### src/rtl/booth_mul_arbiter.sv
// booth_mul_arbiter: round-robin sharing of one sequential Booth multiplier between two requesters,
// sequencing load/run timing and returning the ID-tagged product on one response channel.
module booth_mul_arbiter #(
    parameter int N       = 4,
    parameter int MUL_LAT = 5
) (
    input  logic           clk,
    input  logic           rst,
    input  logic           req0_valid,
    output logic           req0_ready,
    input  logic [N-1:0]   req0_mr,
    input  logic [N-1:0]   req0_md,
    input  logic           req1_valid,
    output logic           req1_ready,
    input  logic [N-1:0]   req1_mr,
    input  logic [N-1:0]   req1_md,
    output logic           mul_load,
    output logic [N-1:0]   mul_mr,
    output logic [N-1:0]   mul_md,
    input  logic [2*N-1:0] mul_out,
    output logic           rsp_valid,
    input  logic           rsp_ready,
    output logic           rsp_id,
    output logic [2*N-1:0] rsp_prod,
    output logic           busy
);
    localparam int CW = $clog2(MUL_LAT + 1);

    typedef enum logic [1:0] {IDLE, LOAD, RUN, DONE} state_t;

    state_t          state, state_nxt;
    logic [CW-1:0]   cnt;
    logic            last_grant, grant, grant_vld, accept, cnt_done;

    always_comb begin
        grant_vld  = req0_valid || req1_valid;
        grant      = (req0_valid && req1_valid) ? ~last_grant : req1_valid;
        // ready is gated by rst so it stays low for the whole reset assertion
        req0_ready = rst && (state == IDLE) && grant_vld && !grant;
        req1_ready = rst && (state == IDLE) && grant_vld && grant;
        accept     = req0_ready || req1_ready;
        cnt_done   = cnt == CW'(MUL_LAT - 1);
        mul_load   = state != RUN;
        busy       = state != IDLE;
        state_nxt  = state;
        case (state)
            IDLE:    state_nxt = accept ? LOAD : IDLE;
            LOAD:    state_nxt = RUN;
            RUN:     state_nxt = cnt_done ? DONE : RUN;
            default: state_nxt = rsp_ready ? IDLE : DONE;
        endcase
    end

    always_ff @(posedge clk or negedge rst) begin
        if (!rst) begin
            state      <= IDLE;
            last_grant <= 1'b1;
            cnt        <= '0;
            mul_mr     <= '0;
            mul_md     <= '0;
            rsp_valid  <= 1'b0;
            rsp_id     <= 1'b0;
            rsp_prod   <= '0;
        end else begin
            state <= state_nxt;
            cnt   <= (state == RUN) ? cnt + 1'b1 : '0;
            if (accept) begin
                mul_mr     <= grant ? req1_mr : req0_mr;
                mul_md     <= grant ? req1_md : req0_md;
                rsp_id     <= grant;
                last_grant <= grant;
            end
            if (state == RUN && cnt_done) begin
                rsp_prod  <= mul_out;
                rsp_valid <= 1'b1;
            end
            if (state == DONE && rsp_ready)
                rsp_valid <= 1'b0;
        end
    end
endmodule

### config.mk
export PLATFORM = sky130hd
export DESIGN_NAME = booth_mul_arbiter
export DESIGN_NICKNAME = d
export VERILOG_FILES = /design/src/rtl/booth_mul_arbiter.sv
export SDC_FILE = /design/constraint.sdc
export NUM_CORES = 1
export LEC_CHECK = 0
export ABC_CLOCK_PERIOD_IN_PS = 2100
export CAP_MARGIN = 25
export CORE_MARGIN = 2
export CORE_UTILIZATION = 35
export CTS_CLUSTER_SIZE = 16
export DETAILED_ROUTE_END_ITERATION = 16
export GPL_TIMING_DRIVEN = 0
export PLACE_DENSITY_LB_ADDON = 0.25
export RECOVER_POWER = 50
export SLEW_MARGIN = 40
export SYNTH_ARGS = -nofsm -noshare
export SYNTH_HDL_FRONTEND = slang
export SYNTH_SLANG_ARGS = --single-unit
### constraint.sdc
create_clock -name clk -period 2.1 [get_ports clk]
set_input_delay 0.42 -clock clk [delete_from_list [all_inputs] [get_ports clk]]
set_output_delay 0.42 -clock clk [all_outputs]
set_load 0.01 [all_outputs]
==> flow_metrics.tcl <==
set metrics [dict create \
    layout-drive-gt1-share_pct 23.81 \
    cp-start-kind "primary input" \
    start_util_pct 35.80 \
    globalplace.congestion 0.6961 \
    final_cell_mix "clkdlybuf4s50_1 (46), dfrtp_1 (23)" \
    grt-ovfl-total 0 \
    yosysTopAreaCell "dfrtp_1" \
    fin_area_um2 1758 \
    cts_sinks 24 \
    num_vias 857 \
    htreeDepth 1 \
    cap_violations 0 \
    portBuffers 50 \
    grt_usage_pct 14.84 \
    dp_hpwl_um 1767 \
    cp.arrival_ns 1.65 \
    syn_nets 117 \
    grt_start_max_net_pins 24 \
    io_pins 51 \
    timing.hold.ws_ns 0.1834 \
    syn_area_um2 1066 \
    postPlaceCellArea_um2 1603 \
    clock_path_buffers 2 \
    die_h_um 59.19 \
    hp-class "in -> async" \
    synth_warnings 0 \
    seq_area_frac_synth_pct 56.46 \
    syn2layout_area_growth_pct 64.91 \
    slew_violations 0 \
    synth-seq-cells 24 \
    fin_crit_ns 2.071 \
    relSlewSlack_pct 16.36 \
    drt_iter0_markers 17 \
    clkLatencyLatePin_ns 0.31 \
    die_w_um 59.19 \
    synth.distinct_cells 23 \
    criticalPathCategory "in -> out" \
    outcome "complete, no violations" \
    tightest_slew_ns 1.255 \
    cp.required_ns 1.68 \
    place_inst 165 \
    finalSetupViolations 0 \
    p_leak_nw 0.7825 \
    netlist_instances 82 \
    synth_top_area_share_pct 53.99 \
    final_cells 180 \
    synth_area_leaders "dfrtp_1 (54%), mux2_2 (8.5%), a221o_1 (7.5%)" \
    core_um2 2978 \
    post_drt_wl_per_cell_um 14.01 \
    avgSynthCellArea_um2 13.00 \
    cts_tree "yes" \
    clk_pin_slew_ns 0.14 \
    end_kind "output pin" \
    ir_worst_vdd_mv 0.7039 \
    drtAntennaViolNets 0 \
    power_density_nw_per_um2 1296 \
    cts_buffers 3 \
    drt_pass1_iterations 2 \
    layout_commonest_cell "clkdlybuf4s50_1" \
    nets 183 \
    timing.final.crit_share_pct 98.61 \
    drcViolationCount 0 \
    finClkSkew_ns 0.005940 \
    fmax_ghz 0.4829 \
    crit_fanout 6 \
    drt-vias-per-instance 4.761 \
    antennaDiodeCount 0 \
    die_area_um2 3503 \
    antenna_found_initial 0 \
    grt_pass1_wl_um 3946 \
    rows 20 \
    cts_root_buffer "clkbuf_4" \
    drt-total-wl_um 2522 \
    report.final.hold_viol_count 0 \
    grt_pass1_vias 852 \
]
[logic make-up after synthesis]
logic type | synth area share [%]
flops | 56.46
compound gates | 13.97
simple gates | 8.921
buf+inv | 4.342
mux | 8.451
fa+ha+maj | 7.042
xor+xnor | 0.8217
[cells in the mapped netlist, drive strengths merged]
library cell,instances
nor2,2
dfstp,1
a21o,3
a31oi,1
and2,9
inv,8
dfrtp,23
ha,6
mux2,8
nand2,1
a221o,8
nand2b,1
nand3,3
xnor2,1
o211ai,1
a21oi,3
o21ai,1
buf,2
[what timing repair did]
item,in CTS,in global routing
hold endpoints to repair,23,0
pin swaps,1,0
hold buffers,1,0
gates resized for setup,12,1
buffers inserted,4,6
setup endpoints to repair,3,1
[final timing paths]
kind,depth (start not counted),from,slack [ns],endpoint
worst max-delay path,5,req1_valid,0.03,req1_ready
min in group clk,1,cnt[0]$_DFF_PN0_,0.48,cnt[0]$_DFF_PN0_
worst min-delay path,1,rst,0.18,last_grant$_DFFE_PN1P_
max in group asynchronous,2,rst,0.73,rsp_valid$_DFFE_PN0P_
worst max register to register,4,state[1]$_DFF_PN0_,0.63,rsp_prod[1]$_DFFE_PN0P_
worst min register to register,1,cnt[0]$_DFF_PN0_,0.48,cnt[0]$_DFF_PN0_
[routing by layer]
| metal | vias to the layer above | global-route usage (%) | routed length [um] | share of wire (%) |
|---|---|---|---|---|
| met4 | 0 | 3.896 | 17 | 0.67 |
| met2 | 40 | 24.49 | 1171 | 46 |
| met5 | - | 0 | 0 | 0 |
| met3 | 2 | 3.930 | 197 | 7.8 |
| li1 | 418 | - | - | - |
| met1 | 397 | 19.22 | 1135 | 45 |
[worst max-delay path: stages]
cell and delay (ns):
clkdlybuf4s50_1 0.58, nand3_1 0.12, a21oi_2 0.18, buf_6 0.14, clkdlybuf4s15_2 0.22
[registers in the layout (all words and copies together) (netlist names)]
register / count
last_grant: 1
rsp_valid: 1
mul_md: 4
rsp_id: 1
mul_mr: 4
rsp_prod: 8
state: 2
cnt: 3
[cell type report]
| type | count | area, um^2 |
|---|---|---|
| tap | 33 | 41.29 |
| clock buffer | 3 | 22.52 |
| multi-input combinational | 48 | 441.7 |
| timing repair buffer | 61 | 568.0 |
| sequential | 24 | 601.8 |
| clock inverter | 1 | 30.03 |
| fill | 256 | 1220 |
| inverter | 8 | 30.03 |
| buffer | 2 | 22.52 |
[stage by stage]
stage	utilization, %	setup TNS, ns	total power (W)	setup WS [ns]
CTS	57.98	0	0.002286	0.03064
global placement	53.99	-8.700	0.001838	-1.265
finish	59.03	0	0.002277	0.02916
floorplan	-	0	0.001309	0.5903
detailed placement	53.82	-0.8895	0.001867	-0.4469
global route	59.03	-0.007225	0.002444	-0.007225
[power by group]
part | leakage [nW] | switching, W | internal [W]
Combinational | 0.460 | 0.000451 | 0.000695
Clock | 0.0279 | 0.000142 | 0.000193
Sequential | 0.295 | 0.000112 | 0.000684
Note: power is estimated with default switching activity, not from simulation.
